==> config.mk <==
export PLATFORM = sky130hd
export DESIGN_NAME = pc_sequencer
export DESIGN_NICKNAME = d
export VERILOG_FILES = /design/src/rtl/cpu_ctrl_pkg.sv /design/src/rtl/flush_timer.sv /design/src/rtl/pc_sequencer.sv
export SDC_FILE = /design/constraint.sdc
export NUM_CORES = 1
export LEC_CHECK = 0
export CAP_MARGIN = 20
export CELL_PAD_IN_SITES_DETAIL_PLACEMENT = 1
export CELL_PAD_IN_SITES_GLOBAL_PLACEMENT = 1
export CORE_MARGIN = 2
export CORE_UTILIZATION = 34
export DETAILED_ROUTE_END_ITERATION = 12
export GPL_TIMING_DRIVEN = 0
export MAX_ROUTING_LAYER = met4
export PLACE_DENSITY_LB_ADDON = 0.1
export SYNTH_ARGS = -nofsm -noshare
export SYNTH_HDL_FRONTEND = slang
export SYNTH_HIERARCHICAL = 1
export SYNTH_SLANG_ARGS = --single-unit
export TNS_END_PERCENT = 1
==> constraint.sdc <==
create_clock -name clk -period 3 [get_ports clk]
set_input_delay 0.75 -clock clk [delete_from_list [all_inputs] [get_ports clk]]
set_output_delay 0.75 -clock clk [all_outputs]
set_load 0.05 [all_outputs]
==> src/rtl/cpu_ctrl_pkg.sv <==
// Shared control-path definitions for the PC sequencer: FSM encoding,
// flush-counter width, boot/interrupt vector defaults and the idle output vector.
package cpu_ctrl_pkg;

    typedef enum logic [1:0] {
        ST_BOOT  = 2'd0,
        ST_RUN   = 2'd1,
        ST_FLUSH = 2'd2,
        ST_HALT  = 2'd3
    } pc_state_e;

    localparam int CNT_W = 3;

    localparam logic [7:0] DEF_RESET_VEC = 8'h00;
    localparam logic [7:0] DEF_IRQ_VEC   = 8'hF0;

    typedef struct packed {
        logic jump_enable;
        logic flush;
        logic fetch_valid;
        logic irq_ack;
    } ctrl_t;

    localparam ctrl_t CTRL_IDLE = '0;

endpackage

==> src/rtl/flush_timer.sv <==
// Down-counter that times the post-redirect bubble; done marks the last flush cycle.
module flush_timer
    import cpu_ctrl_pkg::*;
#(
    parameter int LOAD_VAL = 2
) (
    input  logic clk,
    input  logic reset_n,
    input  logic load,
    input  logic tick,
    output logic done
);

    logic [CNT_W-1:0] count;

    always_ff @(posedge clk or negedge reset_n) begin
        if (!reset_n) begin
            count <= '0;
        end else if (load) begin
            count <= CNT_W'(LOAD_VAL);
        end else if (tick && (count != '0)) begin
            count <= count - 1'b1;
        end
    end

    assign done = (count == CNT_W'(1));

endmodule

==> src/rtl/pc_sequencer.sv <==
// Program-counter sequencer: boot vector, branches, interrupt entry/return,
// stall/halt hold and a fixed-length flush bubble after every redirect.
module pc_sequencer
    import cpu_ctrl_pkg::*;
#(
    parameter int                ADDR_W       = 8,
    parameter logic [ADDR_W-1:0] RESET_VEC    = ADDR_W'(DEF_RESET_VEC),
    parameter logic [ADDR_W-1:0] IRQ_VEC      = ADDR_W'(DEF_IRQ_VEC),
    parameter int                FLUSH_CYCLES = 2
) (
    input  logic              clk,
    input  logic              reset_n,
    input  logic [ADDR_W-1:0] pc_in,
    input  logic              br_req,
    input  logic [ADDR_W-1:0] br_target,
    input  logic              stall_req,
    input  logic              irq_req,
    input  logic              ret_req,
    input  logic              halt_req,
    input  logic              resume,
    output logic              jump_enable,
    output logic [ADDR_W-1:0] jump_address,
    output logic              flush,
    output logic              fetch_valid,
    output logic              irq_ack,
    output logic              in_isr,
    output logic [ADDR_W-1:0] epc,
    output logic [1:0]        state
);

    pc_state_e         state_q, state_d;
    logic              in_isr_q, in_isr_d;
    logic [ADDR_W-1:0] epc_q, epc_d;
    logic [ADDR_W-1:0] jump_addr_d;
    ctrl_t             ctrl;
    logic              timer_load, timer_tick, timer_done;

    flush_timer #(
        .LOAD_VAL (FLUSH_CYCLES)
    ) u_flush_timer (
        .clk     (clk),
        .reset_n (reset_n),
        .load    (timer_load),
        .tick    (timer_tick),
        .done    (timer_done)
    );

    always_ff @(posedge clk or negedge reset_n) begin
        if (!reset_n) begin
            state_q  <= ST_BOOT;
            in_isr_q <= 1'b0;
            epc_q    <= '0;
        end else begin
            state_q  <= state_d;
            in_isr_q <= in_isr_d;
            epc_q    <= epc_d;
        end
    end

    always_comb begin
        ctrl        = CTRL_IDLE;
        jump_addr_d = pc_in;
        state_d     = state_q;
        in_isr_d    = in_isr_q;
        epc_d       = epc_q;
        timer_load  = 1'b0;
        timer_tick  = 1'b0;

        case (state_q)
            ST_BOOT: begin
                ctrl.jump_enable = 1'b1;
                jump_addr_d      = RESET_VEC;
                state_d          = ST_RUN;
            end

            ST_RUN: begin
                // Masked irq and orphan ret fall through to the lower-priority checks.
                if (halt_req) begin
                    ctrl.jump_enable = 1'b1;
                    state_d          = ST_HALT;
                end else if (irq_req && !in_isr_q) begin
                    ctrl.jump_enable = 1'b1;
                    ctrl.irq_ack     = 1'b1;
                    jump_addr_d      = IRQ_VEC;
                    epc_d            = pc_in;
                    in_isr_d         = 1'b1;
                    timer_load       = 1'b1;
                    state_d          = ST_FLUSH;
                end else if (br_req) begin
                    ctrl.jump_enable = 1'b1;
                    jump_addr_d      = br_target;
                    timer_load       = 1'b1;
                    state_d          = ST_FLUSH;
                end else if (ret_req && in_isr_q) begin
                    ctrl.jump_enable = 1'b1;
                    jump_addr_d      = epc_q;
                    in_isr_d         = 1'b0;
                    timer_load       = 1'b1;
                    state_d          = ST_FLUSH;
                end else if (stall_req) begin
                    ctrl.jump_enable = 1'b1;
                end else begin
                    ctrl.fetch_valid = 1'b1;
                end
            end

            ST_FLUSH: begin
                // Requests seen here come from killed instructions; only stall acts.
                ctrl.flush       = 1'b1;
                ctrl.jump_enable = stall_req;
                timer_tick       = 1'b1;
                if (timer_done) begin
                    state_d = ST_RUN;
                end
            end

            ST_HALT: begin
                ctrl.jump_enable = 1'b1;
                if (resume && !halt_req) begin
                    state_d = ST_RUN;
                end
            end

            default: begin
                state_d = ST_BOOT;
            end
        endcase
    end

    assign jump_enable  = ctrl.jump_enable;
    assign jump_address = jump_addr_d;
    assign flush        = ctrl.flush;
    assign fetch_valid  = ctrl.fetch_valid;
    assign irq_ack      = ctrl.irq_ack;
    assign in_isr       = in_isr_q;
    assign epc          = epc_q;
    assign state        = state_q;

endmodule

==> summary.txt <==
Route
  • DR vias/cell: ~5.5
  • DRC errors left: 0
  • Post-Route WL: roughly 3800 um
  • Wire per inst: ~17 um
  • Drt pass-1 iters: 4
  • DR vias: 1178
  • Post-route ant nets: 0
  • Drt first-iter violations: 35

Floorplanning
  • I/O pins: 47
  • Total Die Area: around 0.0039 sq mm
  • Die width: 62.6 um
  • Core ar.: 0.00331 sq mm
  • Core Rows: 21
  • Initial core utilization: between 30% and 40%
  • Vert. Die Dim: ~63 um

Min path
  • Hold Path Class: reg -> reg
  • Hold Path Depth: 1

Logic synthesis
  • Gate count of the mapped netlist: 121
  • Post-synth cell types: 35
  • #FFs+latches synth: 14
  • Syn nets: ~150
  • Mapped Area: about 0.0012 sq mm
  • Sequential fraction of the synthesis area: between 20% and 30%
  • Number of synthesis warnings: 6
  • Post-Syn Area per Cell: 9.66 sq um

Clock network
  • Sink Count: 14
  • Clk_lat worst skew: 0.29 ns
  • Clk buf depth: 2
  • Worst-path clk slew: 0.09 ns
  • CTS root buffer: clkbuf_4
  • Number of H-tree levels: 1
  • CTS tree: done
  • CTS Buf Count: 3

Timing
  • Crit share post-route: ~99%
  • Fmax achieved: between 0.3 and 0.4 GHz
  • Clock Skews: 0.0122 ns
  • RSZ-0062 raised after global routing: no
  • Max Slew Vio Count: 0
  • Hold slack: 0.543 ns
  • Post-layout min period: 2.96 ns
  • Fin. Hold Viols: 0
  • Finish-stage setup viols: 0
  • Relative max-transition margin: a little over half
  • Worst-Margin Slew: between 0.7 and 0.8 ns

Pwr
  • Total Power: 2.04 mW
  • Maximum vdd drop: around 470 uV
  • Leak pwr: approximately 0.78 nW
  • Pwr dens: 1200 mW/mm^2

GRT
  • Gr busiest metal: met2
  • Vias in the first global route: between 1000 and 1500
  • Met1 Resource Use GR: a little over a quarter
  • Global-route usage over all layers: about a fifth
  • GR met3 Demand/Resource: roughly 2.9%
  • Total grt overflow: 0
  • Largest net degree at the start of global routing: 15
  • Met2 usage: about a third
  • Global-route wire length before repair: approximately 6200 um
  • Initial antenna violation count: 0

Outcome
  • Status: finished, final reports clean

Worst setup path
  • Critical path arrival: roughly 2.2 ns
  • Worst EP required: about 2.3 ns
  • CP Max Fanout: 10
  • Critical Path End Type: output port
  • Crit start category: input port
  • Setup Crit Path Kind: in -> out
  • Worst r2r path cells: 7

Placed design
  • Number of port buffers: 45
  • Routability cong.: 0.743
  • DP Wirelength: approximately 2700 um
  • Cell area after placement: about 0.0017 sq mm
  • Placed insts: approximately 210

Flow run
  • Max-cap check violation count: 0

Layout
  • Nets: roughly 200
  • Layout cell share with drive strength beyond 1: about a quarter
  • Non-filler instance count after layout: ~220
  • Ant. Diodes: 0
  • Post-route cell area: ~0.0017 sq mm
  • Area Growth Syn to Fin: 46.1%
==> cell families (layout without fill, tap and decap cells) <==
kind of cell	count (synthesis)	after routing	synth area share, %
fa+ha+maj	7	7	7.49
buf+inv	13	62	6.53
flops	14	14	30.0
mux	10	10	12.1
compound gates	36	36	22.8
simple gates	41	41	21.1
==> flip-flops by register name (all words and copies together) (netlist names) <==
name                 flops
epc                      8
u_flush_timer/count      3
state                    2
in_isr                   1
==> routing by layer <==
layer / share of wire (%) / vias to the layer above
li1: - / 545
met1: 46 / 592
met2: 49 / 37
met3: 4.3 / 4
met4: 0.72 / 0
met5: 0 / -
==> what timing repair did <==
| item | in CTS | in global routing |
|---|---|---|
| pin swaps | 0 | 0 |
| setup buffers | 0 | 0 |
| setup endpoints to repair | 11 | 9 |
| gates cloned | 0 | 0 |
| hold buffers | 0 | 0 |
| resized for setup | 49 | 7 |
==> critical path, stage by stage <==
cell,delay [ns]
clkdlybuf4s50_1,0.46
nand2b_1,0.13
nand2b_4,0.23
inv_8,0.12
clkdlybuf4s15_1,0.51
==> synth_stat cells (all sizes together) <==
cell     number  area share [%]
a211o         1            0.75
a211oi       11             7.5
a21o          2             1.4
a221o         1            0.86
a2bb2oi       1            0.75
and2          2             1.2
and2b         1            0.64
and3          9             4.8
and4          2             1.5
buf           6             3.6
dfrtp        14              30
ha            7             7.5
inv           7             2.9
mux2          9              11
mux2i         1            0.86
nand2         6             2.1
nand2b        3             2.9
nand3         1            0.43
nor2         12             3.9
nor2b         3             2.2
o211ai        4             2.6
o21ai         8             3.4
o221ai        4             3.0
o31ai         4             2.6
or2b          2             1.4
==> worst paths after layout <==
path / from / end / slack (ns)
min in group asynchronous: reset_n / epc[6] / 0.87
max in group asynchronous: reset_n / state[1] / 1.63
max reg2reg: state[1] / u_flush_timer/count[0] / 1.10
max: irq_req / irq_ack / 0.04
min reg2reg: u_flush_timer/count[1] / u_flush_timer/count[1] / 0.54
min: u_flush_timer/count[1] / u_flush_timer/count[1] / 0.54
==> metrics by stage <==
stage	utilization [%]	setup WS (ns)	setup TNS [ns]
after floorplan	-	-0.328	-1.36
after global placement	50.6	-0.611	-5.96
after detailed placement	50.6	-0.627	-6.08
after CTS	51.3	0.00410	0
after global routing	51.6	0.000711	0
final	51.6	0.0414	0
==> layout make-up <==
class / count / area [sq um]
well taps: 46 / 57.6
flip-flops and latches: 14 / 352
plain buffers: 6 / 42.5
inverters: 7 / 33.8
fillers: 390 / 1600
repair buffers: 45 / 437
multi-input cells: 94 / 749
clock buffers: 4 / 36.3
==> cell usage in the layout, fill, tap and decap left out, drive strengths merged <==
cell / n
nand2: 6
a2bb2oi: 1
and4: 2
and2: 2
nor2b: 3
clkdlybuf4s15: 6
o211ai: 4
and3: 9
o31ai: 4
and2b: 1
a211oi: 11
o21ai: 8
or2b: 2
clkdlybuf4s50: 32
o221ai: 4
mux2: 9
mux2i: 1
a211o: 1
ha: 7
dfrtp: 14
clkdlybuf4s18: 1
dlygate4sd2: 1
nor2: 12
buf: 9
nand2b: 3
inv: 7
clkbuf: 6
a21o: 2
nand3: 1
a221o: 1
==> where the power goes <==
part           switching (mW)  total [mW]  leakage, nW  internal [mW]
combinational           0.958        1.53        0.589          0.571
clock                  0.0713       0.145       0.0210         0.0740
sequential             0.0835       0.368        0.166          0.284
Power figures use the tool's default switching activity.
